### config.mk
export PLATFORM = sky130hd
export DESIGN_NAME = ps2_key_ctrl
export DESIGN_NICKNAME = d
export VERILOG_FILES = /design/src/rtl/ps2_pkg.sv /design/src/rtl/ps2_prefix_dec.sv /design/src/rtl/ps2_key_ctrl.sv
export SDC_FILE = /design/constraint.sdc
export NUM_CORES = 1
export LEC_CHECK = 0
export BUFFER_PORTS_ARGS = -buffer_cell sky130_fd_sc_hd__buf_2
export CORE_ASPECT_RATIO = 1.1
export CORE_MARGIN = 8
export CORE_UTILIZATION = 35
export CTS_BUF_LIST = sky130_fd_sc_hd__clkbuf_2
export CTS_CLUSTER_DIAMETER = 200
export CTS_CLUSTER_SIZE = 16
export DETAILED_ROUTE_END_ITERATION = 10
export PLACE_DENSITY_LB_ADDON = 0.08
export SYNTH_ARGS = -nofsm -noshare
export SYNTH_HDL_FRONTEND = slang
export SYNTH_SLANG_ARGS = --single-unit
### constraint.sdc
create_clock -name clk_i -period 1.7 [get_ports clk_i]
set_clock_uncertainty 0.05 [all_clocks]
set_input_delay 0.34 -clock clk_i [delete_from_list [all_inputs] [get_ports clk_i]]
set_output_delay 0.34 -clock clk_i [all_outputs]
set_load 0.01 [all_outputs]
### src/rtl/ps2_pkg.sv
// Shared constants and types for the PS/2 key sequencing controller.
// Holds prefix byte values, FSM state encoding and the held-key record.
package ps2_pkg;

  localparam logic [7:0] PS2_BREAK = 8'hF0;
  localparam logic [7:0] PS2_EXT   = 8'hE0;

  typedef enum logic [1:0] {
    IDLE,
    POP,
    GAP
  } state_t;

  typedef struct packed {
    logic [7:0] code;
    logic       ext;
    logic       held;
  } key_evt_t;

endpackage

### src/rtl/ps2_prefix_dec.sv
// Combinational scan-code classifier: byte + pending prefixes + held key
// in; new-make / matching-release strobes and next prefix flags out.
module ps2_prefix_dec
  import ps2_pkg::*;
(
  input  logic [7:0] data,
  input  logic       brk_pend,
  input  logic       ext_pend,
  input  key_evt_t   key,
  output logic       is_make,
  output logic       is_rel,
  output logic       nxt_brk,
  output logic       nxt_ext
);

  logic is_brk;
  logic is_ext;
  logic match;

  assign is_brk = (data == PS2_BREAK);
  assign is_ext = (data == PS2_EXT);
  assign match  = key.held
               && (data == key.code)
               && (ext_pend == key.ext);

  // Prefixes accumulate; a plain byte
  // consumes and clears both flags.
  always_comb begin
    is_make = 1'b0;
    is_rel  = 1'b0;
    nxt_brk = 1'b0;
    nxt_ext = 1'b0;
    unique case (1'b1)
      is_brk: begin
        nxt_brk = 1'b1;
        nxt_ext = ext_pend;
      end
      is_ext: begin
        nxt_brk = brk_pend;
        nxt_ext = 1'b1;
      end
      (!is_brk && !is_ext && brk_pend): begin
        is_rel = match;
      end
      (!is_brk && !is_ext && !brk_pend): begin
        is_make = !match;
      end
      default: ;
    endcase
  end

endmodule

### src/rtl/ps2_key_ctrl.sv
// PS/2 key sequencer: pops FIFO bytes, tracks held key, counts makes.
// Ports: FIFO handshake in, held-key/pulse/count/overflow/display out.
module ps2_key_ctrl
  import ps2_pkg::*;
#(
  parameter int CNT_W   = 8,
  parameter int GAP_CYC = 1
) (
  input  logic             clk_i,
  input  logic             clrn_i,
  input  logic             ready_i,
  input  logic [7:0]       data_i,
  input  logic             overflow_i,
  output logic             nextdata_n_o,
  output logic [7:0]       key_code_o,
  output logic             key_ext_o,
  output logic             key_held_o,
  output logic             make_pulse_o,
  output logic             break_pulse_o,
  output logic [CNT_W-1:0] press_cnt_o,
  output logic             overflow_o,
  output logic             disp_en_o
);

  localparam int GW =
    (GAP_CYC > 1) ? $clog2(GAP_CYC) : 1;
  localparam logic [GW-1:0] GAP_LAST =
    GW'(GAP_CYC - 1);

  state_t           state;
  state_t           nxt_state;
  logic [7:0]       byte_r;
  logic [GW-1:0]    gap_cnt;
  logic             brk_pend;
  logic             ext_pend;
  key_evt_t         key;
  logic             mk_pulse;
  logic             bk_pulse;
  logic [CNT_W-1:0] cnt;
  logic             ovf;
  logic             pop_n;

  logic is_make;
  logic is_rel;
  logic nxt_brk;
  logic nxt_ext;

  ps2_prefix_dec u_dec (
    .data     (byte_r),
    .brk_pend (brk_pend),
    .ext_pend (ext_pend),
    .key      (key),
    .is_make  (is_make),
    .is_rel   (is_rel),
    .nxt_brk  (nxt_brk),
    .nxt_ext  (nxt_ext)
  );

  always_ff @(posedge clk_i or negedge clrn_i) begin
    if (!clrn_i) begin
      state <= IDLE;
    end else begin
      state <= nxt_state;
    end
  end

  // The GAP hold keeps a stale ready_i from
  // causing a second pop of the same byte.
  always_comb begin
    nxt_state = state;
    pop_n     = 1'b1;
    unique case (state)
      IDLE: begin
        if (ready_i) nxt_state = POP;
      end
      POP: begin
        pop_n     = 1'b0;
        nxt_state = GAP;
      end
      GAP: begin
        if (gap_cnt == GAP_LAST)
          nxt_state = IDLE;
      end
      default: nxt_state = IDLE;
    endcase
  end

  always_ff @(posedge clk_i or negedge clrn_i) begin
    if (!clrn_i) begin
      byte_r  <= '0;
      gap_cnt <= '0;
    end else begin
      if (state == IDLE && ready_i)
        byte_r <= data_i;
      if (state == GAP)
        gap_cnt <= gap_cnt + 1'b1;
      else
        gap_cnt <= '0;
    end
  end

  always_ff @(posedge clk_i or negedge clrn_i) begin
    if (!clrn_i) begin
      brk_pend <= 1'b0;
      ext_pend <= 1'b0;
      key      <= '0;
      mk_pulse <= 1'b0;
      bk_pulse <= 1'b0;
      cnt      <= '0;
    end else begin
      mk_pulse <= 1'b0;
      bk_pulse <= 1'b0;
      if (state == POP) begin
        brk_pend <= nxt_brk;
        ext_pend <= nxt_ext;
        if (is_make) begin
          key      <= '{code: byte_r,
                        ext:  ext_pend,
                        held: 1'b1};
          cnt      <= cnt + 1'b1;
          mk_pulse <= 1'b1;
        end
        if (is_rel) begin
          key.held <= 1'b0;
          bk_pulse <= 1'b1;
        end
      end
    end
  end

  always_ff @(posedge clk_i or negedge clrn_i) begin
    if (!clrn_i) begin
      ovf <= 1'b0;
    end else if (overflow_i) begin
      ovf <= 1'b1;
    end
  end

  assign nextdata_n_o  = pop_n;
  assign key_code_o    = key.code;
  assign key_ext_o     = key.ext;
  assign key_held_o    = key.held;
  assign disp_en_o     = key.held;
  assign make_pulse_o  = mk_pulse;
  assign break_pulse_o = bk_pulse;
  assign press_cnt_o   = cnt;
  assign overflow_o    = ovf;

endmodule

Word-level counts from Yosys, hierarchy flattened
Cells that the tools add are included.

Flip-flop bits (word level): 34. Input bits: 12. Logic and storage cells: 56.

Add/sub/neg operators: 2. Eq/ne operators: 8. Muxes and demuxes: 15. Bitwise logic cells: 2. Reduce and logical (&&, ||, !) cells: 17.

Operators with widths (count): $eq 8x8->1 const B (2); $mux 1 (10); $reduce_and 2->1 (5); $add 8x1->8 const B (1); $eq 8x8->1 (1); $logic_and 1x1->1 (6); $pmux 2 s3 (1); $logic_not 1->1 (4); $mux 2 (2); $ne 2x2->1 const B (2); $pmux 1 s2 (2); $eq 2x1->1 const B (1); $eq 2x2->1 const B (1); $logic_not 2->1 (1); $not 1->1 (2); $reduce_bool 2->1 (1); $add 1x1->1 const B (1); $eq 1x1->1 (1).

Logic depth before layout (Yosys ltp)
Depth after elaboration: 7. Mapped depth: 7. Gate-level depth less buffers: 7.

Modules after synthesis
Synthesis repeated with hierarchy kept, for this count alone.

Cells, all modules: 131. Area, all modules: 1471.4 µm².

By module, submodules not included: ps2_key_ctrl (instances 1, cells each 108, area an instance 1303.8 µm², sequential area each 850.8 µm²); ps2_prefix_dec (instances 1, cells each 23, area an instance 167.7 µm², sequential area each 0.0 µm²).

Worst setup path before layout
Ideal clock, no wire load.

Path kind: reg-to-reg. Start: register byte_r[5]. End: register cnt[1] (netlist: press_cnt_o[1]). Setup time: 0.125 ns. Arrival: 1.567 ns. Required time: 1.525 ns. Slack: -0.042 ns. Stages on the path, launching flop included: 7. Path buffers: 0. Path through: dfrtp_1 > xor2_1 > nor4_1 > nand3_2 > nand2b_4 > inv_6 > mux2_4.

Cells in the longest elaborated chain, start to end: 6.

RTL lines: from (decl) (line ps2_key_ctrl.sv:32) `logic [7:0] byte_r;`; from (signal assigned) (line ps2_key_ctrl.sv:94) `byte_r <= data_i;`; $eq 8x8->1 (on tied branches) (line ps2_prefix_dec.sv:23, ps2_prefix_dec.sv:20, ps2_prefix_dec.sv:21); $logic_and 1x1->1 / $logic_not 1->1 (equally long branches) (line ps2_prefix_dec.sv:23, ps2_prefix_dec.sv:45); $logic_and 1x1->1 (on tied branches) (line ps2_prefix_dec.sv:24, ps2_prefix_dec.sv:45); $logic_not 1->1 / $logic_and 1x1->1 (equally long branches) (line ps2_prefix_dec.sv:46, ps2_prefix_dec.sv:45); $mux 1 (*) (line ps2_prefix_dec.sv:33) `unique case (1'b1)`; $reduce_and 2->1 (no source line) (*); to (signal assigned) (line ps2_key_ctrl.sv:120) `cnt <= cnt + 1'b1;`; to (decl) (line ps2_key_ctrl.sv:39) `logic [CNT_W-1:0] cnt;`.

Mark *: on every way between the ends. The rest lies on a longest branch, timed or not. A chain may end at the register's enable or synchronous reset.

Worst setup path after layout
Start: register byte_r[4]. End: register cnt[1] (netlist: press_cnt_o[1]).

The elaborated chain is that of the path after synthesis.

==> reports/metrics.yaml <==
drt:
  vias: 1015
  wirelength_um: 3300
  drt_iter0_markers: 21
  drt_pre_antenna_iters: 4
  drc: 0
  wire_per_inst_um: 15.0
  vias_per_cell: 4.61
  ant_nets: 0
timing:
  setup_slack_ns: -0.0221
  tightest_slew_ns: 0.430
  max_freq_mhz: 581
  hold_viol: 0
  report.final.slew_viol_count: 0
  slew_headroom_pct: 71.3
  finalSetupViolCount: 1
  whs_ns: 0.100
  rsz0062_at_grt: "yes"
  timing.final.crit_period_ns: 1.72
  tns_ns: -0.0221
  min_period_over_period_pct: 101
synthesis:
  yosysUniqueCellTypes: 31
  syn_avg_cell_area_um2: 13.6
  synth_cells: 110
  synth-seq-cells: 34
  synthTopCellsByArea: "dfrtp_1, mux2_2, xor2_1"
  synth.net_count: 123
  synth_top_cell_area_share_pct: 56.8
  ys_warn_count: 0
  synth_seq_area_share_pct: 56.8
  synth_top_area_cell: "dfrtp_1"
  synth_area_um2: 1500
layout:
  antenna_cells: 0
  post-route-util_pct: 45.9
  final_layout_size_suffix_gt1_share_pct: 50.0
  final_common_cell: "buf_2"
  final_cell_count_no_fill: 220
  fin_nets: 178
  area_growth_pct: 29.4
  mostFrequentLayoutCells: "buf_2, dfrtp_1, buf_4"
setup_path:
  cp_cell_sequence: "xor2_1 -> nor4_2 -> nand3_2 -> nand2b_4 -> inv_6 -> mux2_4"
  r2r_end: "press_cnt_o[1]$_DFFE_PN0P_"
  r2r-start: "byte_r[4]$_DFFE_PN0P_"
  crit_path_start_kind: "flip-flop"
  cp-end-kind: "flip-flop"
  worstPathArrival_ns: 1.95
  cp.required_ns: 1.93
  crit_start: "byte_r[4]$_DFFE_PN0P_"
  slowest_delay_ns: 0.42
  r2r_slack_ns: -0.02
  crit_path_top_delay_cell: "dfrtp_1"
  rr_worst_depth: 6
  worstPathMaxFanout: 9
  timing.critical_path.to: "press_cnt_o[1]$_DFFE_PN0P_"
  criticalPathCategory: "reg -> reg"
placed_design:
  place_inst: 210
  place.gp.congestion: 0.773
  dpl.hpwl_um: 2490
  port_buffers: 34
grt:
  antenna_found_initial: 0
  grt_pass1_wl_um: 5260
  grt_overflow: 0
  grt_use_total_pct: 10.2
  grt_pass1_vias: 1102
  grt_max_degree: 19
cts:
  cts_max_path_buffers: 2
  clk_pin_slew_ns: 0.16
  cts_buffers: 5
  cts_root_buffer: "clkbuf_2"
  clock_sinks: 34
  clock_latency_ns: 0.36
  htreeDepth: 2
  cts_tree: "yes"
pwr:
  power.total_w: 0.00334
  vdd_drop_max_uv: 722
  p_leak_nw: 0.944
  p_per_area_nw_per_um2: 1720
min_path:
  hp-class: "in -> reg"
floorplanning:
  core_area_um2: 4220
  die_x_um: 78.4
  rows: 25
  start_util_pct: 35.5
  pin_count: 35
  dieArea_um2: 6630
  die_y_um: 84.6
job:
  max_cap_viol_count: 0
outcome:
  status: "finished with violations"
  violations: "negative setup slack"
-- worst min path at each step --
stage	startpoint	end	slack (ns)	cells past startpoint
after global placement	clrn_i	break_pulse_o$_DFF_PN0_	0.24	1
after CTS	overflow_i	overflow_o$_DFFE_PN0P_	0.07	2
after global routing	overflow_i	overflow_o$_DFFE_PN0P_	0.06	2
final	overflow_i	overflow_o$_DFFE_PN0P_	0.10	2
after floorplan	clrn_i	break_pulse_o$_DFF_PN0_	-0.006	0
after detailed placement	clrn_i	break_pulse_o$_DFF_PN0_	0.24	1
-- final cells by class --
class                           instances  area, um^2
Inverter                                2        12.5
Sequential cell                        34         852
Timing Repair Buffer                   50         317
Clock inverter                          2        8.76
Clock buffer                            6        30.0
Fill cell                             413        2280
Tap cell                               54        67.6
Multi-Input combinational cell         72         652
-- state kept, by name (all words and copies together) (netlist names) --
| name | cells |
|---|---|
| make_pulse_o | 1 |
| byte_r | 8 |
| state | 2 |
| disp_en_o | 1 |
| gap_cnt | 1 |
| break_pulse_o | 1 |
| press_cnt_o | 8 |
| overflow_o | 1 |
| key_code_o | 8 |
| ext_pend | 1 |
| key_ext_o | 1 |
| brk_pend | 1 |
-- repair_timing --
item / in CTS / in global routing
setup endpoints to repair: 1 / 16
pin swaps: 0 / 1
setup buffers: 0 / 1
endpoints found under the hold margin: 16 / 0
resized for setup: 0 / 10
hold buffers: 1 / 0
-- through the flow --
step | worst slack, ns | area [um^2]
6_report | -0.0221 | 1940
4_1_cts | -0.0335 | 1900
3_3_place_gp | 0.0474 | 1850
3_5_place_dp | 0.00304 | 1850
2_1_floorplan | -0.0169 | 1510
5_1_grt | -0.0750 | 1940
-- synthesized netlist by cell type (all sizes together) --
master / n
a21bo: 1
nand3: 3
nand4: 3
nor3b: 2
mux2: 14
nand2: 7
o41ai: 1
nand3b: 1
xnor2: 7
dfrtp: 34
or2: 1
ha: 1
nor4: 3
and2: 4
clkbuf: 1
xor2: 9
nor3: 1
nand2b: 1
a31oi: 1
nor2: 5
and3: 3
a32o: 3
inv: 2
nand4b: 1
buf: 1
-- worst max-delay path, delay by kind of cell, from the launching register on --
| family | cells | cell delay (ns) |
|---|---|---|
| AND/OR/NAND/NOR | 3 | 0.64 |
| flip-flops | 1 | 0.42 |
| multiplexers | 1 | 0.29 |
| XOR/XNOR | 1 | 0.18 |
| buffers and inverters | 1 | 0.05 |
-- per-layer routing --
layer,part of all wire (%),wire [um],vias to the layer above,global-route usage [%]
met5,0,0,-,0
met4,1.7,55,0,4.55
met3,5.4,178,6,4.38
met2,51,1670,23,16.5
met1,42,1400,493,11.3
li1,-,-,493,-
-- cell families (layout without fill, tap and decap cells) --
kind of cell	Yosys count	after routing	share of synthesized area, %
compound gates	6	6	4.93
xor+xnor	16	16	9.35
simple gates	35	35	15.8
buf+inv	4	60	1.59
mux	14	14	10.8
fa+ha+maj	1	1	0.835
flops	34	34	56.8
-- power by group --
part | leakage, nW | internal (W) | switching [W]
registers | 0.415 | 0.00112 | 0.000337
clock network | 0.0304 | 0.000101 | 0.000259
logic | 0.499 | 0.000834 | 0.000687
total | 0.944 | 0.00206 | 0.00128
(Power assumes the default switching activity.)
